`config.mk`:
```
export PLATFORM = sky130hd
export DESIGN_NAME = pbus_bridge
export DESIGN_NICKNAME = d
export VERILOG_FILES = /design/src/rtl/pbus_bridge.sv
export SDC_FILE = /design/constraint.sdc
export NUM_CORES = 1
export LEC_CHECK = 0
export ABC_AREA = 0
export CAP_MARGIN = 0
export CORE_MARGIN = 2
export CORE_UTILIZATION = 40
export CTS_CLUSTER_DIAMETER = 50
export CTS_CLUSTER_SIZE = 12
export DETAILED_ROUTE_END_ITERATION = 7
export GPL_ROUTABILITY_DRIVEN = 0
export PLACE_DENSITY_LB_ADDON = 0.08
export SLEW_MARGIN = 25
export SYNTH_ARGS = -nofsm -noshare
export SYNTH_HDL_FRONTEND = slang
export SYNTH_SLANG_ARGS = --single-unit
```
`constraint.sdc`:
```
create_clock -name clk -period 4.1 [get_ports clk]
set_input_delay 0.82 -clock clk [delete_from_list [all_inputs] [get_ports clk]]
set_output_delay 0.82 -clock clk [all_outputs]
set_load 0.02 [all_outputs]
```
`src/rtl/pbus_bridge.sv`:
```
// ---------------------------------------------------------------------------
// pbus_bridge
//   Wishbone peripheral-bus bridge between the core's data-side master and
//   N_SLV peripheral slaves. Decodes the master address against a
//   parametrised base/mask map, drives a registered one-hot strobe to the
//   selected slave and waits for its ACK. A watchdog terminates hung
//   accesses and unmapped accesses terminate with an error; the first error
//   is held in a sticky capture register that also drives an interrupt.
//
// Ports
//   clk, rst            core clock, asynchronous active-low reset
//   WB_ADRi/DATi/WEi    master address, write data, write enable
//   WB_CYCi/STBi        master cycle and strobe
//   WB_DATo             registered read data
//   WB_ACKo/ERRo        one-cycle normal / error termination
//   S_ADRo/DATo/WEo     registered address, data, write enable to slaves
//   S_CYCo              high while a slave access is in progress
//   S_STBo              one-hot strobe to the selected slave
//   S_DATi/ACKi         flattened slave read data and acknowledges
//   ERR_CLR             clears the error capture
//   ERR_VLD/CODE/ADR    sticky error flag, cause (0 miss, 1 timeout), address
//   BUSERR_INT          interrupt request, mirrors ERR_VLD
// ---------------------------------------------------------------------------
module pbus_bridge #(
  parameter int                     N_SLV    = 5,
  parameter int                     ADR_W    = 12,
  parameter int                     DAT_W    = 8,
  parameter logic [N_SLV*ADR_W-1:0] SLV_BASE = {N_SLV*ADR_W{1'b0}},
  parameter logic [N_SLV*ADR_W-1:0] SLV_MASK = {N_SLV*ADR_W{1'b0}},
  parameter int                     TIMEOUT  = 15
) (
  input  logic                   clk,
  input  logic                   rst,
  input  logic [ADR_W-1:0]       WB_ADRi,
  input  logic [DAT_W-1:0]       WB_DATi,
  input  logic                   WB_WEi,
  input  logic                   WB_CYCi,
  input  logic                   WB_STBi,
  output logic [DAT_W-1:0]       WB_DATo,
  output logic                   WB_ACKo,
  output logic                   WB_ERRo,
  output logic [ADR_W-1:0]       S_ADRo,
  output logic [DAT_W-1:0]       S_DATo,
  output logic                   S_WEo,
  output logic                   S_CYCo,
  output logic [N_SLV-1:0]       S_STBo,
  input  logic [N_SLV*DAT_W-1:0] S_DATi,
  input  logic [N_SLV-1:0]       S_ACKi,
  input  logic                   ERR_CLR,
  output logic                   ERR_VLD,
  output logic                   ERR_CODE,
  output logic [ADR_W-1:0]       ERR_ADR,
  output logic                   BUSERR_INT
);

  localparam int CNT_W = (TIMEOUT < 1) ? 1 : $clog2(TIMEOUT + 1);
  localparam int SEL_W = (N_SLV < 2) ? 1 : $clog2(N_SLV);

  localparam logic [1:0] ST_IDLE   = 2'd0;
  localparam logic [1:0] ST_ACTIVE = 2'd1;
  localparam logic [1:0] ST_RESP   = 2'd2;

  logic [1:0]       r_state;
  logic [SEL_W-1:0] r_sel;
  logic [CNT_W-1:0] r_cnt;

  logic             w_req;
  logic             w_hit;
  logic [SEL_W-1:0] w_idx;
  logic [N_SLV-1:0] w_onehot;
  logic             w_ack;
  logic [DAT_W-1:0] w_rdat;
  logic             w_tmo;
  logic             w_err_evt;
  logic             w_err_code;
  logic [ADR_W-1:0] w_err_adr;

  assign w_req = WB_CYCi & WB_STBi;

  // Address decode. Scanning from the top index down lets the lowest
  // matching slave overwrite any higher one, so overlaps resolve to the
  // lowest index.
  always_comb begin
    w_hit    = 1'b0;
    w_idx    = '0;
    w_onehot = '0;
    for (int i = N_SLV - 1; i >= 0; i--) begin
      if ((WB_ADRi & SLV_MASK[i*ADR_W +: ADR_W]) ==
          (SLV_BASE[i*ADR_W +: ADR_W] & SLV_MASK[i*ADR_W +: ADR_W])) begin
        w_hit       = 1'b1;
        w_idx       = SEL_W'(i);
        w_onehot    = '0;
        w_onehot[i] = 1'b1;
      end
    end
  end

  // Only the selected slave's ACK and data are looked at; ACKs from any
  // other channel are ignored.
  assign w_ack  = S_ACKi[r_sel];
  assign w_rdat = S_DATi[int'(r_sel)*DAT_W +: DAT_W];

  // Watchdog fires when the counter reaches TIMEOUT; TIMEOUT = 0 disables it.
  assign w_tmo = (TIMEOUT != 0) && (r_cnt == CNT_W'(TIMEOUT));

  // Error entries into RESP: a decode miss straight from IDLE, or a watchdog
  // expiry in ACTIVE that was not beaten by an ACK or a master abort.
  always_comb begin
    w_err_evt  = 1'b0;
    w_err_code = 1'b0;
    w_err_adr  = WB_ADRi;
    if (r_state == ST_IDLE && w_req && !w_hit) begin
      w_err_evt  = 1'b1;
      w_err_code = 1'b0;
      w_err_adr  = WB_ADRi;
    end else if (r_state == ST_ACTIVE && WB_CYCi && !w_ack && w_tmo) begin
      w_err_evt  = 1'b1;
      w_err_code = 1'b1;
      w_err_adr  = S_ADRo;
    end
  end

  // Transaction state machine and registered bus outputs.
  always_ff @(posedge clk or negedge rst) begin
    if (!rst) begin
      r_state <= ST_IDLE;
      r_sel   <= '0;
      r_cnt   <= '0;
      WB_DATo <= '0;
      WB_ACKo <= 1'b0;
      WB_ERRo <= 1'b0;
      S_ADRo  <= '0;
      S_DATo  <= '0;
      S_WEo   <= 1'b0;
      S_CYCo  <= 1'b0;
      S_STBo  <= '0;
    end else begin
      WB_ACKo <= 1'b0;
      WB_ERRo <= 1'b0;
      case (r_state)
        ST_IDLE: begin
          if (w_req) begin
            S_ADRo <= WB_ADRi;
            S_DATo <= WB_DATi;
            S_WEo  <= WB_WEi;
            r_sel  <= w_idx;
            r_cnt  <= '0;
            if (w_hit) begin
              r_state <= ST_ACTIVE;
              S_CYCo  <= 1'b1;
              S_STBo  <= w_onehot;
            end else begin
              r_state <= ST_RESP;
              WB_ERRo <= 1'b1;
            end
          end
        end
        ST_ACTIVE: begin
          if (!WB_CYCi) begin
            // Master abort: abandon silently.
            r_state <= ST_IDLE;
            S_CYCo  <= 1'b0;
            S_STBo  <= '0;
          end else if (w_ack) begin
            // ACK takes priority over a watchdog expiry in the same cycle.
            if (!S_WEo) begin
              WB_DATo <= w_rdat;
            end
            WB_ACKo <= 1'b1;
            r_state <= ST_RESP;
            S_CYCo  <= 1'b0;
            S_STBo  <= '0;
          end else if (w_tmo) begin
            WB_ERRo <= 1'b1;
            r_state <= ST_RESP;
            S_CYCo  <= 1'b0;
            S_STBo  <= '0;
          end else if (r_cnt != {CNT_W{1'b1}}) begin
            // Saturate rather than wrap; matters only with the watchdog off.
            r_cnt <= r_cnt + 1'b1;
          end
        end
        ST_RESP: begin
          r_state <= ST_IDLE;
        end
        default: begin
          r_state <= ST_IDLE;
          S_CYCo  <= 1'b0;
          S_STBo  <= '0;
        end
      endcase
    end
  end

  // Sticky error capture. A clear in the same cycle as a new error frees the
  // register so the new error is the one captured.
  always_ff @(posedge clk or negedge rst) begin
    if (!rst) begin
      ERR_VLD  <= 1'b0;
      ERR_CODE <= 1'b0;
      ERR_ADR  <= '0;
    end else begin
      if (w_err_evt && (!ERR_VLD || ERR_CLR)) begin
        ERR_VLD  <= 1'b1;
        ERR_CODE <= w_err_code;
        ERR_ADR  <= w_err_adr;
      end else if (ERR_CLR) begin
        ERR_VLD  <= 1'b0;
      end
    end
  end

  assign BUSERR_INT = ERR_VLD;

endmodule

```
==> metrics.md <==
| Metric | Value |
|---|---|
| Run status | complete, no violations |
| Crit end category | flop |
| CTS Buf Count | 5 |
| Final min period | 2517 ps |
| PortBufs | 82 |
| Via density | 4.662 |
| Worst EP required | 4290 ps |
| Hpwl dp | 3282 um |
| Core ar. | 5140 um^2 |
| Cell area after placement | 3005 um^2 |
| Gate Count Post-Synth | 187 |
| LEAKAGE | 1.468 nW |
| Post-synthesis area per instance | 11.47 um^2 |
| Total wire length | 4588 um |
| Crit path max fanout | 13 |
| FF+latch count, synth | 52 |
| Clock-pin slew on the worst setup and hold paths | 90 ps |
| Initial Util | 0.4175 |
| Worst reg2reg endpoint | ERR_ADR[0] |
| Critical path depth | 5 |
| Rel. slew slack | 0.6535 |
| VDD IR-drop max | 259.1 uV |
| Die height | 77.24 um |
| Cell Chain, Critical Path | clkdlybuf4s50_1 > nand4bb_1 > nor3_4 > buf_4 > mux2_2 |
| Worst path top cell family by delay | buffers and inverters |
| CTS tree | built |
| Vias | 1585 |
| NumNets Final | 341 |
| GR Overflow Total | 0 |
| RSZ-0062 raised after global routing | no |
| Die area | 5966 um^2 |
| Initial antenna violation count | 0 |
| GRT Total Usage | 0.1672 |
| Worst Reg-to-Reg Cells | 4 |
| IO Pins | 123 |
| Post-Route Setup TNS | 0 ps |
| Final Hold Viols | 0 |
| DRC viols | 0 |
| Reg2Reg Launch Point | r_state[1] |
| Clk_lat worst skew | 300 ps |
| Hold crit path type | in2async |
| Register area share after synthesis | 0.6064 |
| Setup crit start kind | input port |
| Clock Skew | 10.12 ps |
| Worst path max stage delay | 560 ps |
| Global-route wire length before repair | 7879 um |
| CTS max path bufs | 2 |
| Post-Syn Area | 2146 um^2 |
| Setup CP Type | in2reg |
| Post-CTS Setup Inserts | 0 |
| Hold-fix buffers at CTS | 0 |
| Fmax | 397.4 MHz |
| Fraction of layout cells with a size suffix above 1 | 0.1370 |
| Arrival time worst endpoint | 2710 ps |
| Area growth from synthesis to layout | 44.37% |
| Worst path bufs/invs | 2 |
| Horiz. Die Dim | 77.24 um |
| Post-route ant nets | 0 |
| Iter 0 DRT Violations | 30 |
| Synthesis Warnings | 0 |
| Clock Sinks | 52 |
| Reg2Reg Setup Slack | 2180 ps |
| Setup violators final | 0 |
| Period utilization | 0.6138 |
| Final core area utilization | 0.6027 |
| Largest net degree at the start of global routing | 31 |
| H-tree levels | 2 |
| Slowest CP cell | clkdlybuf4s50_1 |
| Fin area | 3098 um^2 |
| Post-synthesis cell type count | 31 |
| Slew of the pin with the lowest slew margin | 519.8 ps |
| Power per cell area | 424.4 nW/um^2 |
| Clock Tree Root | clkbuf_8 |
| Routed wire per std cell | 13.49 um |
| Antenna diodes | 0 |
| Max-cap violation count | 0 |
| Drt pass-1 iters | 4 |
| FP Rows | 26 |
| Post-CTS sizing | 0 |
| Vias in the first global route | 1605 |
| Max Slew Vio Count | 0 |
cell type report:
class / instances / area, um^2
clock buffers: 6 / 82.58
well taps: 70 / 87.58
clock inverters: 2 / 10.01
flip-flops and latches: 52 / 1301
repair buffers: 86 / 845.8
inverters: 3 / 11.26
fillers: 458 / 2042
multi-input cells: 121 / 759.5
cell usage after synthesis:
library cell	number	area [um^2]
nand2_1	65	244.0
dfrtp_1	52	1301
mux2_2	11	123.9
mux2_4	9	135.1
buf_4	6	45.04
clkbuf_1	5	18.77
nand3_1	5	25.02
inv_1	3	11.26
o211ai_1	3	22.52
and3_1	2	12.51
buf_2	2	10.01
nand4bb_1	2	22.52
nor2b_1	2	12.51
o21ai_0	2	10.01
or2_2	2	12.51
a21o_1	1	7.510
a21oi_1	1	5.000
a22oi_1	1	7.510
a2bb2oi_1	1	8.760
and4b_1	1	10.01
and4bb_1	1	12.51
and4bb_2	1	12.51
buf_6	1	11.26
conb_1	1	3.750
ha_1	1	12.51
nor2_1	1	3.750
nor3_4	1	16.27
o211a_1	1	10.01
o21ai_1	1	5.000
o22ai_1	1	6.260
or3_1	1	6.260
worst reg2reg max path: cells and delay by family, from the launching register on:
kind | cells | cell delay [ps]
and+or+nand+nor | 2 | 740
buffers and inverters | 1 | 280
DFF | 1 | 420
muxes | 1 | 370
cell usage in the layout (no fill, tap or decap), types with 2 or more instances in the layout:
| cell type | count |
|---|---|
| mux2_4 | 9 |
| o21ai_0 | 2 |
| clkbuf_8 | 6 |
| inv_1 | 3 |
| or2_2 | 2 |
| and3_1 | 2 |
| clkinv_2 | 2 |
| buf_4 | 4 |
| mux2_2 | 11 |
| dfrtp_1 | 52 |
| nand4bb_1 | 2 |
| nor2b_1 | 2 |
| nand2_1 | 65 |
| conb_1 | 4 |
| o211ai_1 | 3 |
| clkdlybuf4s50_1 | 81 |
| nand3_1 | 5 |
report_power, final:
part	total [mW]	internal [mW]	leakage [nW]	switching, mW
Sequential	0.634	0.588	0.675	0.0456
Combinational	0.385	0.199	0.742	0.186
Clock	0.296	0.135	0.0510	0.161
stage by stage:
| stage | hold slack (ps) | worst slack (ps) | cells | total power [mW] |
|---|---|---|---|---|
| after floorplan | 524.4 | 2129 | 190 | 0.8240 |
| after global placement | 455.1 | 1271 | 332 | 1.028 |
| after detailed placement | 461.4 | 1280 | 332 | 1.036 |
| after CTS | 484.2 | 1607 | 340 | 1.334 |
| after global routing | 503.9 | 1521 | 340 | 1.387 |
| final | 478.4 | 1583 | 340 | 1.315 |
sequential cells by signal, summed over array words and instances (netlist names):
register    count
BUSERR_INT      1
ERR_ADR        12
ERR_CODE        1
S_ADRo         12
S_DATo          8
S_STBo          1
S_WEo           1
WB_ACKo         1
WB_DATo         8
WB_ERRo         1
r_cnt           4
r_state         2
layer usage:
layer / vias to the layer above / GRT usage / share of wire
met1: 761 / 0.2174 / 0.46
met2: 50 / 0.2652 / 0.46
met3: 5 / 0.05059 / 0.064
met5: - / 0 / 0
met4: 0 / 0.05893 / 0.012
li1: 769 / - / -
worst max path at each step:
stage	slack, ps	endpoint	from
floorplan	2130	ERR_ADR[10]	S_ACKi[0]
global placement	1270	ERR_ADR[1]	WB_CYCi
detailed placement	1280	ERR_ADR[0]	WB_CYCi
CTS	1610	ERR_ADR[0]	WB_CYCi
global route	1520	ERR_ADR[11]	WB_CYCi
finish	1580	ERR_ADR[0]	WB_CYCi
kinds of logic after synthesis:
group           synth area share
simple gates              0.1819
flops                     0.6064
buf+inv                  0.04490
other cells             0.001748
compound gates           0.03848
fa+ha+maj               0.005830
mux                       0.1207
No activity file was read; power rests on OpenSTA's default activity.
